$ cat src/rtl/hicore_branch_predictor_pkg.sv
// Shared defaults and training-action encoding for the HiCore branch predictor.
// The three defaults are the PC width, the BTB index width and the direction counter width.
package hicore_branch_predictor_pkg;

    localparam int HICORE_PC_SIZE = 32;
    localparam int HICORE_BTB_IDX = 4;
    localparam int HICORE_BHT_CNT = 2;

    typedef enum logic [2:0] {
        TRAIN_NONE,
        TRAIN_HIT_JUMP,
        TRAIN_HIT_TAKEN,
        TRAIN_HIT_NOT_TAKEN,
        TRAIN_ALLOC_JUMP,
        TRAIN_ALLOC_BRANCH
    } train_e;

    // A resolved not-taken branch that misses the table leaves the table unchanged.
    function automatic train_e train_action(input logic hit,
                                            input logic is_jump,
                                            input logic taken);
        if (hit) begin
            if (is_jump)    return TRAIN_HIT_JUMP;
            else if (taken) return TRAIN_HIT_TAKEN;
            else            return TRAIN_HIT_NOT_TAKEN;
        end
        if (is_jump)    return TRAIN_ALLOC_JUMP;
        else if (taken) return TRAIN_ALLOC_BRANCH;
        return TRAIN_NONE;
    endfunction

endpackage

$ cat src/rtl/hicore_sat_counter.sv
// Saturating direction counter for one BTB entry.
// Reset loads the weak-not-taken value 01..1. Counting never wraps past 0 or all-ones.
module hicore_sat_counter
    import hicore_branch_predictor_pkg::*;
#(
    parameter int WIDTH = HICORE_BHT_CNT
) (
    input  logic             clk,
    input  logic             rst,
    input  logic             inc,
    input  logic             dec,
    input  logic             set_max,
    input  logic             set_weak_taken,
    output logic [WIDTH-1:0] count
);

    localparam logic [WIDTH-1:0] CNT_MAX        = '1;
    localparam logic [WIDTH-1:0] CNT_WEAK_TAKEN = WIDTH'(1) << (WIDTH - 1);
    localparam logic [WIDTH-1:0] CNT_WEAK_NT    = CNT_WEAK_TAKEN - WIDTH'(1);

    // NOTE: sequential state uses non-blocking assignments only, so every flop
    // samples the values that were present before the clock edge.
    always_ff @(posedge clk) begin
        if (rst) begin
            count <= CNT_WEAK_NT;
        end else if (set_max) begin
            count <= CNT_MAX;
        end else if (set_weak_taken) begin
            count <= CNT_WEAK_TAKEN;
        end else if (inc && (count != CNT_MAX)) begin
            count <= count + WIDTH'(1);
        end else if (dec && (count != '0)) begin
            count <= count - WIDTH'(1);
        end
    end

endmodule

$ cat src/rtl/hicore_branch_predictor.sv
// Direct-mapped BTB with per-entry saturating counters. It makes a combinational
// prediction and a combinational resolution, and it trains the table on the next clock edge.
module hicore_branch_predictor
    import hicore_branch_predictor_pkg::*;
#(
    parameter int PC_SIZE  = HICORE_PC_SIZE,
    parameter int IDX_BITS = HICORE_BTB_IDX,
    parameter int CNT_BITS = HICORE_BHT_CNT
) (
    input  logic               clk,
    input  logic               rst,
    input  logic [PC_SIZE-1:0] if_pc,
    output logic               pred_taken,
    output logic [PC_SIZE-1:0] pred_pc,
    input  logic               upd_valid,
    input  logic [PC_SIZE-1:0] upd_pc,
    input  logic               upd_is_jump,
    input  logic               upd_taken,
    input  logic [PC_SIZE-1:0] upd_target,
    input  logic               upd_pred_taken,
    input  logic [PC_SIZE-1:0] upd_pred_pc,
    output logic               flush,
    output logic [PC_SIZE-1:0] redirect_pc
);

    localparam int ENTRIES  = 1 << IDX_BITS;
    localparam int TAG_LSB  = IDX_BITS + 2;
    localparam int TAG_BITS = PC_SIZE - TAG_LSB;
    localparam logic [PC_SIZE-1:0] PC_STEP = PC_SIZE'(4);

    logic                valid_q  [ENTRIES];
    logic [TAG_BITS-1:0] tag_q    [ENTRIES];
    logic [PC_SIZE-1:0]  target_q [ENTRIES];
    logic [CNT_BITS-1:0] cnt_q    [ENTRIES];

    logic [IDX_BITS-1:0] if_idx, upd_idx;
    logic [TAG_BITS-1:0] if_tag, upd_tag;
    logic                if_hit, upd_hit;

    assign if_idx  = if_pc[IDX_BITS+1:2];
    assign if_tag  = if_pc[PC_SIZE-1:TAG_LSB];
    assign upd_idx = upd_pc[IDX_BITS+1:2];
    assign upd_tag = upd_pc[PC_SIZE-1:TAG_LSB];

    assign if_hit  = valid_q[if_idx] && (tag_q[if_idx] == if_tag);
    assign upd_hit = valid_q[upd_idx] && (tag_q[upd_idx] == upd_tag);

    // The prediction reads the table as it was before this edge, so there is no bypass from training.
    always_comb begin
        pred_taken = if_hit && cnt_q[if_idx][CNT_BITS-1];
        pred_pc    = pred_taken ? target_q[if_idx] : (if_pc + PC_STEP);
    end

    logic               act_taken;
    logic [PC_SIZE-1:0] act_next;

    always_comb begin
        act_taken   = upd_is_jump || upd_taken;
        act_next    = act_taken ? upd_target : (upd_pc + PC_STEP);
        flush       = upd_valid && (act_next != upd_pred_pc);
        redirect_pc = flush ? act_next : '0;
    end

    // The carried predicted PC already encodes direction, so the flush decision never needs this bit.
    logic unused_pred_taken;
    assign unused_pred_taken = upd_pred_taken;

    train_e action;
    logic   do_alloc;
    logic   do_write_target;

    always_comb begin
        action          = upd_valid ? train_action(upd_hit, upd_is_jump, upd_taken) : TRAIN_NONE;
        do_alloc        = (action == TRAIN_ALLOC_JUMP) || (action == TRAIN_ALLOC_BRANCH);
        do_write_target = do_alloc || (action == TRAIN_HIT_JUMP) || (action == TRAIN_HIT_TAKEN);
    end

    for (genvar i = 0; i < ENTRIES; i++) begin : g_entry
        logic sel;
        assign sel = (upd_idx == IDX_BITS'(i));

        hicore_sat_counter #(
            .WIDTH(CNT_BITS)
        ) u_cnt (
            .clk           (clk),
            .rst           (rst),
            .inc           (sel && (action == TRAIN_HIT_TAKEN)),
            .dec           (sel && (action == TRAIN_HIT_NOT_TAKEN)),
            .set_max       (sel && ((action == TRAIN_HIT_JUMP) || (action == TRAIN_ALLOC_JUMP))),
            .set_weak_taken(sel && (action == TRAIN_ALLOC_BRANCH)),
            .count         (cnt_q[i])
        );
    end

    always_ff @(posedge clk) begin
        if (rst) begin
            for (int i = 0; i < ENTRIES; i++) begin
                valid_q[i] <= 1'b0;
            end
        end else if (do_alloc) begin
            valid_q[upd_idx] <= 1'b1;
        end
    end

    // NOTE: tag and target arrays are deliberately left out of reset; a cleared
    // valid bit already hides them, and resetting a storage array wastes a reset net per bit.
    always_ff @(posedge clk) begin
        if (!rst && do_write_target) begin
            target_q[upd_idx] <= upd_target;
        end
        if (!rst && do_alloc) begin
            tag_q[upd_idx] <= upd_tag;
        end
    end

endmodule

$ cat config.mk
export PLATFORM = sky130hd
export DESIGN_NAME = hicore_branch_predictor
export DESIGN_NICKNAME = d
export VERILOG_FILES = /design/src/rtl/hicore_branch_predictor_pkg.sv /design/src/rtl/hicore_sat_counter.sv /design/src/rtl/hicore_branch_predictor.sv
export SDC_FILE = /design/constraint.sdc
export NUM_CORES = 1
export LEC_CHECK = 0
export BUFFER_PORTS_ARGS = -buffer_cell sky130_fd_sc_hd__buf_2
export CELL_PAD_IN_SITES_DETAIL_PLACEMENT = 0
export CELL_PAD_IN_SITES_GLOBAL_PLACEMENT = 1
export CORE_ASPECT_RATIO = 0.8
export CORE_MARGIN = 3
export CORE_UTILIZATION = 45
export DETAILED_ROUTE_END_ITERATION = 12
export PLACE_DENSITY = 0.75
export REMOVE_ABC_BUFFERS = 1
export SLEW_MARGIN = 20
export SYNTH_ARGS = -nofsm -noshare
export SYNTH_HDL_FRONTEND = slang
export SYNTH_HIERARCHICAL = 1
export SYNTH_SLANG_ARGS = --single-unit
$ cat constraint.sdc
create_clock -name clk -period 13.3 [get_ports clk]
set_input_delay 0.665 -clock clk [delete_from_list [all_inputs] [get_ports clk]]
set_output_delay 0.665 -clock clk [all_outputs]
set_load 0.02 [all_outputs]
==> run metrics <==
# setup viols final 0; number of synthesized register bits 976; yosys warns 6; Area growth, synth to finish 11.90%; worst skew pair latency 0.70 ns; first-pass GRT wire length 205,400 um; Clk pin slew, worst setup/hold paths 0.07 ns; Post-synth EDFFs 928; CP Max Fanout 52; HP Class in2reg; Post-Syn Area 46,070 sq um; Final Hold Fails 0; Tot Pwr 0.006617 W; aggregate global-route resource usage 26.93%; fin crit share 47.43%; vias per std cell 6.684; minimum clock period after layout 6.309 ns; Vias 28,870; # nets final 3,046; final WL 144,800 um; hold_buf cts 0; PwrDens 128.4 nW/um^2; maximum clock path buffer count 3; CP arrival 5.64 ns; Setup CP Type in2out; core area 101,100 sq um; pin count of the biggest net entering global routing 111; largest family of logic cells by synthesized area multiplexers; Post-DP HPWL 90,310 um; Rel. slew slack 16.20%; CTS Buf Count 94; average size of a mapped cell 16.91 sq um; Post-DP Area 48,530 sq um; initial antenna violation count 23; WL/cell 33.52 um; Least-Margin Pin Slew 1.248 ns; Seq/Total Area, Yosys 62.58%; Sequential cell area 28,830 sq um; max_cap viols 0; H-tree depth 3; Slew Viols, Final 0; leakage power 16.51 nW; FF-to-FF setup slack 8.64 ns; post-route ant nets 0; Cell Rows 104; Synth Area in Compound Gates 5.419%; XOR/XNOR Fraction of Synth Area 2.895%; Clock Skews 0.06906 ns; Most used DFF post-synth edfxtp_1; GP Congestion 0.9851; Die Y 292.2 um; synth unique cells 84; mux contribution to synthesized area 20.15%; crit end category primary output; Max Clk Rate 158.5 MHz; I/O pins 200; clock sink total 976; adder-cell share of the synthesized area 0.1358%; drt pass-1 iters 8; design area 51,550 sq um; worst endpoint required time 12.64 ns; Detailed Route Iter0 Violations 4,221; fillers 8,153; post-CTS sizing 0; CP startpoint kind primary input; vias in the first global route 28,650; Synth Area in Simple Gates 6.478%; asr flop ratio synth 0%; DIE AREA 106,300 sq um; multi-input logic area 16,370 sq um; Clock Root Buffer clkbuf_16; initial core utilization 45.56%; remaining global-route overflow 0; RSZ-0062 raised after global routing no; DRC Markers 0; TritonCTS clock tree done; VDD IR-drop max 0.1205 mV; Fin Setup TNS 0 ns; outcome complete, no violations; setup repair bufs after CTS 0; Die Wd 363.7 um; PortBufs 198; Mapped Cells 2,724; share of post-route cells with drive strength above 1 28.35%
-- cell usage in the layout (no fill, tap or decap), types with 30 or more instances in the layout --
master,count
nor4_1,30
nor3_1,79
nand2_1,111
clkbuf_1,31
o21ai_0,42
o211ai_1,38
mux4_2,330
a22o_1,33
nor2b_1,32
inv_1,30
mux2i_1,141
xor2_1,45
buf_2,193
buf_4,69
xnor2_1,97
edfxtp_1,928
nand3_1,39
clkbuf_16,94
nor2_1,76
dfxtp_1,48
-- report_power, final --
| group | total (W) | internal (W) | switching (W) | leakage, nW |
|---|---|---|---|---|
| clock network | 0.00260 | 0.00141 | 0.00118 | 1.43 |
| registers | 0.00340 | 0.00339 | 0.0000119 | 8.74 |
| logic | 0.000616 | 0.000227 | 0.000389 | 6.34 |
| total | 0.00662 | 0.00503 | 0.00158 | 16.5 |
-- per-layer routing --
| layer | vias up | global-route usage (%) | share of wire (%) |
|---|---|---|---|
| met5 | - | 0 | 0.059 |
| met4 | 12 | 6.794 | 2.6 |
| met1 | 15120 | 38.02 | 39 |
| li1 | 11620 | - | - |
| met2 | 1863 | 41.38 | 46 |
| met3 | 260 | 7.786 | 12 |
-- worst paths after layout --
kind                                                    to           start  cells past startpoint
worst max-delay path                           pred_pc[31]        if_pc[4]                     11
worst min-delay path                       target_q[3][17]  upd_target[17]                      1
worst min register to register                 valid_q[13]     valid_q[13]                      1
worst max register to register  g_entry[13].u_cnt/count[1]    tag_q[15][9]                     12
-- cells by family (layout without fill, tap and decap cells) --
| logic type | after synthesis | in the layout |
|---|---|---|
| compound gates | 316 | 316 |
| xor+xnor | 146 | 146 |
| fa+ha+maj | 5 | 5 |
| buf+inv | 213 | 473 |
| flops | 976 | 976 |
| mux | 510 | 510 |
| other cells | 0 | 11 |
| simple gates | 558 | 558 |
-- critical path, stage by stage --
cell     delay [ns]
buf_4          0.66
buf_4          0.75
and4_1         0.36
and4_1         0.26
and4_1         0.27
nor2b_1        0.84
nand3_1        0.26
nor3_1         0.64
xnor2_1        0.28
mux2_2         0.34
buf_2          0.16
-- flip-flops by register name (all words and copies together), names as in the netlist --
| name | cells |
|---|---|
| valid_q | 16 |
| target_q | 512 |
| tag_q | 416 |
| g_entry.u_cnt/count | 32 |
-- through the flow --
stage                     cells  hold WS, ns  setup WS [ns]  util [%]
after floorplan            2543       0.4584          6.543         -
after global placement     4135       0.4820          6.928     48.00
after detailed placement   4135       0.4966          6.852     48.00
after CTS                  4308       0.3337          6.849     50.94
after global routing       4312       0.3602          6.932     50.96
final                      4320       0.3644          6.991     50.98
-- cell type report --
cell class,count,area share (%)
Antenna cell,11,0.05340
Multi-Input combinational cell,1535,31.76
Sequential cell,976,55.92
Tap cell,1325,3.216
Clock inverter,46,0.9224
Timing Repair Buffer,268,3.046
Inverter,32,0.2354
Clock buffer,127,4.842
-- synth_stat cells (25+ instances only) --
| master | instances | area [sq um] |
|---|---|---|
| a22o_1 | 33 | 289.0 |
| inv_1 | 30 | 112.6 |
| a211oi_1 | 26 | 195.2 |
| nand2_1 | 111 | 416.7 |
| nor2_2 | 28 | 175.2 |
| dfxtp_1 | 48 | 960.9 |
| xnor2_1 | 97 | 849.6 |
| nor3_1 | 95 | 475.5 |
| a22oi_1 | 25 | 187.7 |
| xor2_1 | 45 | 394.1 |
| edfxtp_1 | 928 | 27870 |
| nor4_1 | 30 | 187.7 |
| nor2_1 | 93 | 349.1 |
| mux4_2 | 330 | 7432 |
| nor2b_1 | 32 | 200.2 |
| buf_2 | 54 | 270.3 |
| o21ai_0 | 42 | 210.2 |
| mux2i_1 | 141 | 1411 |
| o211ai_1 | 38 | 285.3 |
| nand3_1 | 40 | 200.2 |
| clkbuf_1 | 69 | 259.0 |
Power figures use the tool's default switching activity.
